**src/rtl/cpu_clk_ctrl.sv**
```systemverilog
// cpu_clk_ctrl - CPU clock-enable generator.
// Produces single-cycle clk_en pulses for a CPU in four modes: halt, fast run,
// slow run and single-step driven by a (possibly bouncy) pushbutton.
// Optional feature macro: CPU_CLK_CTRL_DEBOUNCE_EN
//   defined   : the step button level is debounced over DEB_CYCLES stable cycles
//   undefined : the synchronized button level is used directly
// No valid/ready handshakes: every input is a level sampled each clk cycle and
// clk_en is a one-cycle strobe with no back-pressure.
// dbg_state exposes the FSM state encoding (HALT=0, RUN=1, STEP_ARM=2, STEP_HOLD=3).
module cpu_clk_ctrl #(
  parameter int unsigned FAST_DIV_LOG2 = 18,
  parameter int unsigned SLOW_DIV_LOG2 = 25,
  parameter int unsigned DEB_CYCLES    = 65535
) (
  input  logic        clk,
  input  logic        rst,
  input  logic [1:0]  mode,
  input  logic        step_btn,
  output logic        clk_en,
  output logic [15:0] tick_cnt,
  output logic        running,
  output logic [1:0]  dbg_state
);

  typedef enum logic [1:0] {
    S_HALT      = 2'd0,
    S_RUN       = 2'd1,
    S_STEP_ARM  = 2'd2,
    S_STEP_HOLD = 2'd3
  } state_t;

  localparam logic [1:0] MODE_HALT = 2'b00;
  localparam logic [1:0] MODE_FAST = 2'b01;
  localparam logic [1:0] MODE_SLOW = 2'b10;

  // Low-bit masks of the prescaler; computed in 64 bits so a divider of 32 works.
  localparam logic [31:0] FAST_MASK = 32'((64'd1 << FAST_DIV_LOG2) - 64'd1);
  localparam logic [31:0] SLOW_MASK = 32'((64'd1 << SLOW_DIV_LOG2) - 64'd1);

  logic [31:0] r_presc;
  logic [1:0]  r_mode_q;
  state_t      r_state;
  state_t      w_state_next;
  logic        r_clk_en;
  logic        w_clk_en_next;
  logic [15:0] r_tick_cnt;
  logic        r_running;
  logic        r_sync1;
  logic        r_sync2;
  logic        w_filt;
  logic        r_filt_prev;
  logic        w_filt_rise;
  logic        w_tick;

  // Registered mode and free-running prescaler; a mode change restarts the period.
  always_ff @(posedge clk or posedge rst) begin
    if (rst) begin
      r_mode_q <= MODE_HALT;
      r_presc  <= '0;
    end else begin
      r_mode_q <= mode;
      if (mode != r_mode_q) r_presc <= '0;
      else                  r_presc <= r_presc + 32'd1;
    end
  end

  // A tick is the last cycle of a period: all low divider bits are ones.
  assign w_tick = ((r_mode_q == MODE_FAST) && ((r_presc | ~FAST_MASK) == '1)) ||
                  ((r_mode_q == MODE_SLOW) && ((r_presc | ~SLOW_MASK) == '1));

  // Two-flop synchronizer for the asynchronous step button.
  always_ff @(posedge clk or posedge rst) begin
    if (rst) begin
      r_sync1 <= 1'b0;
      r_sync2 <= 1'b0;
    end else begin
      r_sync1 <= step_btn;
      r_sync2 <= r_sync1;
    end
  end

`ifdef CPU_CLK_CTRL_DEBOUNCE_EN
  localparam logic [15:0] DEB_LAST = 16'(DEB_CYCLES - 1);

  logic        r_filt;
  logic [15:0] r_deb_cnt;

  // Debounce: accept a new level only after DEB_CYCLES consecutive mismatching cycles.
  always_ff @(posedge clk or posedge rst) begin
    if (rst) begin
      r_filt    <= 1'b0;
      r_deb_cnt <= '0;
    end else if (r_sync2 == r_filt) begin
      r_deb_cnt <= '0;
    end else if (r_deb_cnt == DEB_LAST) begin
      r_filt    <= r_sync2;
      r_deb_cnt <= '0;
    end else begin
      r_deb_cnt <= r_deb_cnt + 16'd1;
    end
  end

  assign w_filt = r_filt;
`else
  assign w_filt = r_sync2;
`endif

  // Previous filtered level, used to find the press (0->1) edge.
  always_ff @(posedge clk or posedge rst) begin
    if (rst) r_filt_prev <= 1'b0;
    else     r_filt_prev <= w_filt;
  end

  assign w_filt_rise = w_filt & ~r_filt_prev;

  // Next-state and next clk_en decode; mode_q selects the target state family.
  always_comb begin
    w_state_next  = r_state;
    w_clk_en_next = 1'b0;
    case (r_mode_q)
      MODE_HALT: w_state_next = S_HALT;
      MODE_FAST, MODE_SLOW: begin
        w_state_next  = S_RUN;
        w_clk_en_next = (r_state == S_RUN) && w_tick;
      end
      default: begin
        case (r_state)
          S_STEP_ARM: begin
            if (w_filt_rise) begin
              w_state_next  = S_STEP_HOLD;
              w_clk_en_next = 1'b1;
            end
          end
          S_STEP_HOLD: begin
            if (!w_filt) w_state_next = S_STEP_ARM;
          end
          default: w_state_next = S_STEP_ARM;
        endcase
      end
    endcase
  end

  // State register plus registered clk_en and running strobes.
  always_ff @(posedge clk or posedge rst) begin
    if (rst) begin
      r_state   <= S_HALT;
      r_clk_en  <= 1'b0;
      r_running <= 1'b0;
    end else begin
      r_state   <= w_state_next;
      r_clk_en  <= w_clk_en_next;
      r_running <= (w_state_next == S_RUN);
    end
  end

  // Count every cycle clk_en is high; wraps naturally at 16 bits.
  always_ff @(posedge clk or posedge rst) begin
    if (rst) r_tick_cnt <= '0;
    else     r_tick_cnt <= r_tick_cnt + {15'd0, r_clk_en};
  end

  assign clk_en    = r_clk_en;
  assign tick_cnt  = r_tick_cnt;
  assign running   = r_running;
  assign dbg_state = r_state;

endmodule
```
**config.mk**
```make
export PLATFORM = sky130hd
export DESIGN_NAME = cpu_clk_ctrl
export DESIGN_NICKNAME = d
export VERILOG_FILES = /design/src/rtl/cpu_clk_ctrl.sv
export SDC_FILE = /design/constraint.sdc
export NUM_CORES = 1
export LEC_CHECK = 0
export ABC_AREA = 1
export CAP_MARGIN = 20
export CORE_MARGIN = 2
export CORE_UTILIZATION = 57
export CTS_BUF_LIST = sky130_fd_sc_hd__clkbuf_8 sky130_fd_sc_hd__clkbuf_16
export DETAILED_ROUTE_END_ITERATION = 6
export GPL_TIMING_DRIVEN = 0
export PLACE_DENSITY = 0.83
export SYNTH_ARGS = -nofsm -noshare
export SYNTH_HDL_FRONTEND = slang
export SYNTH_SLANG_ARGS = --single-unit
```
**constraint.sdc**
```tcl
create_clock -name clk -period 3 [get_ports clk]
set_clock_uncertainty 0.2 [all_clocks]
set_input_delay 0.9 -clock clk [delete_from_list [all_inputs] [get_ports clk]]
set_output_delay 0.9 -clock clk [all_outputs]
set_load 0.03 [all_outputs]
```
==> impl_metrics.ini, run 1 <==
[status]
status = complete, no violations

[pwr]
p_switching_w = 0.000288
p_int_w = 0.000911
p_clk_share_pct = 33.7
p_total_w = 0.00120
power_frac_comb_pct = 8.0
switching_share_pct = 24.0
power_density_nw_per_um2 = 408
total_leakage_power_nw = 1.35
peakVddDrop_uv = 270
seqPwrFrac_pct = 58.3

[worst_setup_path]
worst_ep_arrival_time_ns = 1.41
cp_slowest_stage_delay_ns = 0.70
endpoint_kind = output pin
cp_slowest_cell = clkdlybuf4s50_1
path_cells = clkdlybuf4s50_1
cp-start-kind = flop
crit_family = buffers and inverters
required_ns = 1.90
cp_num_buf_inv = 1
critPathKind = flop to output pin
cp_max_fo = 4

[floorplan]
die_h_um = 70.5
io_pins = 25
start_util_pct = 58.6
die_w_um = 70.5
core_area_um2 = 4290
fp-row-count = 24
die-area_um2 = 4960

[clock_network]
insertion_delay_ns = 0.30
post_cts_buffers = 0
htreeDepth = 2
cts_tree = done
clock_sinks = 50
cts_root_buf = clkbuf_8
cts_buffers = 5
hold_buffers = 0
clock_path_buffers = 2
clk_pin_slew_worst_paths_ns = 0.09
post_cts_resized = 0

[synth]
syn-num-nets = 324
synth.distinct_cells = 26
yosys-top-cells-area = dfrtp_1, nand2_1, nor2_1
ys_top_cells_by_count = nand2_1, nor2_1, dfrtp_1
synth_largest_area_cell = dfrtp_1
ys_ff_latch = 50
synth_cells = 313
syn-cell-area_um2 = 2520
synth.top_cell.area_share_pct = 49.7
synthArstFlopShare_pct = 100
synth-edff-count = 0
avgSynthCellArea_um2 = 8.04
synth-seq-area-share_pct = 49.7
ys.flop_type = dfrtp_1
yosysWarnings = 0
yosysMostFrequentCell = nand2_1

[placed_design]
place.port_buffers = 24
routabilityCongestion = 0.791
pre_cts_slack_ns = 0.527
dpl.hpwl_mm = 3.50
place_area_um2 = 2840

[global_route]
overflow = 0
grt_pass1_wl_mm = 8.12
grt_pass1_vias = 1958
grt_max_degree = 32
grt_use_total_pct = 20.5
antenna_found_initial = 0

[cells_and_area]
fillers = 345
layout-drive-gt1-share_pct = 8.67
syn_to_final_growth_pct = 16.7
finalNetCount = 356
stdcell_area_um2 = 2940
postLayoutCoreUtil_pct = 68.4
antennaDiodeCount = 0

[drt]
firstDrtPassIters = 4
antenna_left = 0
vias_per_cell = 5.01
first_iter_violations = 57
wirelength_mm = 4.51
drt-wirelength-per-cell_um = 11.3
drcViolationCount = 0
vias = 1992

[run]
maxCapViolCount = 0

[sta]
slew_headroom_pct = 71.8
rsz0062_at_grt = no
hold_viol = 0
fin_ws_ns = 0.486
fin_crit_sh_pct = 83.8
tns_ns = 0
tightest_slew_ns = 0.422
slew_viol_final = 0
max_freq_ghz = 0.398
period_minus_slack_ns = 2.51
finalSetupViolations = 0

[worst_hold_path]
hp-class = flop to flop
==> cell type report <==
| cell class | instances | area (µm²) | share of cell area [%] |
|---|---|---|---|
| sequential | 50 | 1250 | 42.6 |
| multi-input combinational | 217 | 1090 | 37.1 |
| timing repair buffer | 25 | 260 | 8.86 |
| inverter | 43 | 161 | 5.49 |
| clock buffer | 6 | 82.6 | 2.81 |
| tap | 52 | 65.1 | 2.21 |
| buffer | 3 | 16.3 | 0.554 |
| clock inverter | 2 | 12.5 | 0.426 |
==> metrics by stage <==
stage          cells  hold WS, ns
2_1_floorplan    313        0.131
3_3_place_gp     389        0.139
3_5_place_dp     390        0.142
4_1_cts          398        0.174
5_1_grt          398        0.183
6_report         398        0.169
==> flip-flops by register name, summed over array words and instances (netlist names) <==
name / flops
r_presc: 25
tick_cnt: 16
dbg_state: 2
r_mode_q: 2
clk_en: 1
r_filt_prev: 1
r_sync1: 1
r_sync2: 1
running: 1
==> cells by family after synthesis <==
group	count (synthesis)	synth area share [%]
AOI/OAI and AO/OA	14	2.88
xor gates and xnor gates	18	6.26
adders and majority gates	6	2.98
buffers and inverters	46	7.06
DFF	50	49.7
and+or+nand+nor	179	31.1
==> final timing paths <==
check,startpoint,to,slack (ns),depth (start not counted)
min in group asynchronous,rst,clk_en$_DFF_PP0_,0.70,2
max,tick_cnt[5]$_DFF_PP0_,tick_cnt[5],0.49,1
max in group asynchronous,rst,r_presc[11]$_DFF_PP0_,1.40,3
min reg2reg,r_sync1$_DFF_PP0_,r_sync2$_DFF_PP0_,0.17,0
max reg2reg,r_presc[0]$_DFF_PP0_,r_presc[16]$_DFF_PP0_,1.37,7
min,r_sync1$_DFF_PP0_,r_sync2$_DFF_PP0_,0.17,0
==> metal layers <==
| layer | GRT usage, % | wire length, µm |
|---|---|---|
| met1 | 26.0 | 2090 |
| met2 | 34.6 | 2180 |
| met3 | 4.62 | 154 |
| met4 | 7.26 | 95 |
| met5 | 0 | 0 |
==> power by group through the flow <==
stage,Clock (W),Sequential (W),Combinational [W]
3_3_place_gp,0,0.000712,0.0000940
5_1_grt,0.000437,0.000701,0.000107
6_report,0.000404,0.000699,0.0000961
2_1_floorplan,0,0.000732,0.0000355
4_1_cts,0.000415,0.000699,0.0000985
3_5_place_dp,0,0.000712,0.0000988
==> layout by cell type (no fill, tap or decap), drive strengths merged, types with 2 or more instances in the layout <==
cell type	synthesis	final
a21oi	5	5
buf	2	3
clkbuf	1	7
clkdlybuf4s50	0	24
dfrtp	50	50
ha	6	6
inv	43	43
nand2	83	83
nand3	15	15
nor2	65	65
nor3	10	10
o21ai	8	8
or2	2	2
xnor2	4	4
xor2	14	14
Power figures use the tool's default switching activity.
==> run 2: changes to the inputs <==
--- a/config.mk
+++ b/config.mk
@@ -8,11 +8,11 @@
 export ABC_AREA = 1
 export CAP_MARGIN = 20
 export CORE_MARGIN = 2
-export CORE_UTILIZATION = 57
+export CORE_UTILIZATION = 51
 export CTS_BUF_LIST = sky130_fd_sc_hd__clkbuf_8 sky130_fd_sc_hd__clkbuf_16
 export DETAILED_ROUTE_END_ITERATION = 6
 export GPL_TIMING_DRIVEN = 0
-export PLACE_DENSITY = 0.83
+export PLACE_DENSITY = 0.78
 export SYNTH_ARGS = -nofsm -noshare
 export SYNTH_HDL_FRONTEND = slang
 export SYNTH_SLANG_ARGS = --single-unit
==> constraint.sdc (replaced) <==
create_clock -name clk -period 2.2 [get_ports clk]
set_clock_uncertainty 0.2 [all_clocks]
set_input_delay 0.66 -clock clk [delete_from_list [all_inputs] [get_ports clk]]
set_output_delay 0.66 -clock clk [all_outputs]
set_load 0.03 [all_outputs]
==> run 2 against run 1 <==
  * Routed wire length increased by 0.55%
  * Power increased by 36%
  * Cell count up 3.8%
  * Critical path depth is the same
  * Core utilization shrank 6.5 points
  * Setup slack worse by 0.45 ns
  * Sequential power up 36%
  * Combinational power grew 28%
  * Clock power rose by 39%
  * First-iteration DRC count up 82%
  * Sequential share of layout area is 0.090 points lower
  * Die area grew 11%
==> impl_metrics.ini, run 2 (synthesis results as in run 1) <==
[pwr]
switching_share_pct = 24.4
seqPwrFrac_pct = 58.2
total_leakage_power_nw = 1.48
peakVddDrop_uv = 411
p_switching_w = 0.000399
p_clk_share_pct = 34.2
power_frac_comb_pct = 7.5
power_density_nw_per_um2 = 555
p_int_w = 0.00124

[cells_and_area]
fillers = 432
regArea_um2 = 1250
largest_reg_flops = 25
final_cell_mix = nand2_1, nor2_1, dfrtp_1, inv_1, dlygate4sd2_1
layout-drive-gt1-share_pct = 8.38
stdcell_count = 413
antennaDiodeCount = 0
final_common_cell = nand2_1
syn_to_final_growth_pct = 16.9
largest-register = r_presc
finalNetCount = 356
multi_input_area_um2 = 1090

[drt]
first_iter_violations = 104
vias_per_cell = 4.76
vias = 1966
firstDrtPassIters = 4
antenna_left = 0
drt-wirelength-per-cell_um = 11.0
drcViolationCount = 0
wirelength_mm = 4.54

[global_route]
grt_pass1_wl_mm = 7.94
overflow = 0
grt_max_degree = 36
grt_pass1_vias = 1894
grt_use_total_pct = 18.7
antenna_found_initial = 0

[sta]
hold_viol = 0
period_minus_slack_ns = 2.16
slew_headroom_pct = 76.7
slew_viol_final = 0
max_freq_ghz = 0.463
fin_ws_ns = 0.0379
finalSetupViolations = 0
fin_crit_sh_pct = 98.3
rsz0062_at_grt = no
tightest_slew_ns = 0.348

[placed_design]
dpl.hpwl_mm = 3.42
routabilityCongestion = 0.796
dp.cells = 405
pre_cts_slack_ns = -0.0389
place.port_buffers = 24

[floorplan]
die_w_um = 74.3
io_pins = 25
fp-row-count = 25
core_area_um2 = 4750
die-area_um2 = 5510
start_util_pct = 52.9
die_h_um = 74.3

[clock_network]
clock_sinks = 50
hold_buffers = 0
cts_buffers = 5
clock_path_buffers = 2
htreeDepth = 2
clk_pin_slew_worst_paths_ns = 0.09
post_cts_buffers = 0
cts_root_buf = clkbuf_8
cts_tree = done
insertion_delay_ns = 0.30

[worst_setup_path]
cp_slowest_stage_delay_ns = 0.66
endpoint_kind = output pin
path_depth = 1
worst_ep_arrival_time_ns = 1.30
path_cells = clkdlybuf4s50_1
ff2ff_path_depth = 7
cp-start-kind = flop
cp_max_fo = 1
critPathKind = flop to output pin
cp_slowest_cell = clkdlybuf4s50_1
cp_num_buf_inv = 1
crit_family = buffers and inverters
required_ns = 1.34

[status]
status = complete, no violations

[worst_hold_path]
hp-class = flop to flop
holdPathStages = 0

[run]
maxCapViolCount = 0
run 2: area by class of cell:
cell class              instances  area share, %
repair buffers                 25           8.41
flip-flops and latches         50           42.5
clock buffers                   6           2.80
plain buffers                   3          0.552
well taps                      67           2.85
inverters                      43           5.48
multi-input cells             217           37.0
clock inverters                 2          0.425
run 2: final timing paths:
path,from,end,slack [ns]
max in group asynchronous,rst,r_presc[13]$_DFF_PP0_,0.87
max,running$_DFF_PP0_,running,0.04
min in group asynchronous,rst,tick_cnt[0]$_DFF_PP0_,0.44
max reg2reg,clk_en$_DFF_PP0_,tick_cnt[10]$_DFF_PP0_,0.53
min,r_sync1$_DFF_PP0_,r_sync2$_DFF_PP0_,0.16
min reg2reg,r_sync1$_DFF_PP0_,r_sync2$_DFF_PP0_,0.16
run 2: power by group through the flow:
stage	Combinational (W)	Clock (W)	Sequential [W]
3_5_place_dp	0.000135	0	0.000971
6_report	0.000123	0.000560	0.000952
3_3_place_gp	0.000128	0	0.000970
2_1_floorplan	0.0000485	0	0.000999
5_1_grt	0.000137	0.000607	0.000955
4_1_cts	0.000127	0.000576	0.000952
run 2: what timing repair did:
| action | 4_1_cts | 5_1_grt |
|---|---|---|
| endpoints found under the setup margin | 16 | 3 |
| pin swaps | 0 | 0 |
| cloned | 0 | 0 |
| endpoints found under the hold margin | 0 | 0 |
| gates resized for setup | 16 | 3 |
run 2: through the flow:
step | TNS (ns) | hold slack, ns | cell area, µm² | util (%) | total power (W)
finish | 0 | 0.160 | 2940 | 61.9 | 0.00164
global route | 0 | 0.167 | 2940 | 61.9 | 0.00170
CTS | 0 | 0.163 | 2940 | 61.8 | 0.00165
detailed placement | -0.105 | 0.142 | 2860 | 60.2 | 0.00111
global placement | -40.33 | 0.137 | 2840 | 59.8 | 0.00110
floorplan | 0 | 0.131 | 2520 | - | 0.00105
run 2: per-layer routing:
| metal | GRT usage [%] | share of wire, % | vias to the layer above |
|---|---|---|---|
| li1 | - | - | 1017 |
| met1 | 23.6 | 47 | 910 |
| met4 | 6.94 | 1.7 | 0 |
| met5 | 0 | 0 | - |
| met2 | 32.4 | 47 | 32 |
| met3 | 3.39 | 3.7 | 7 |
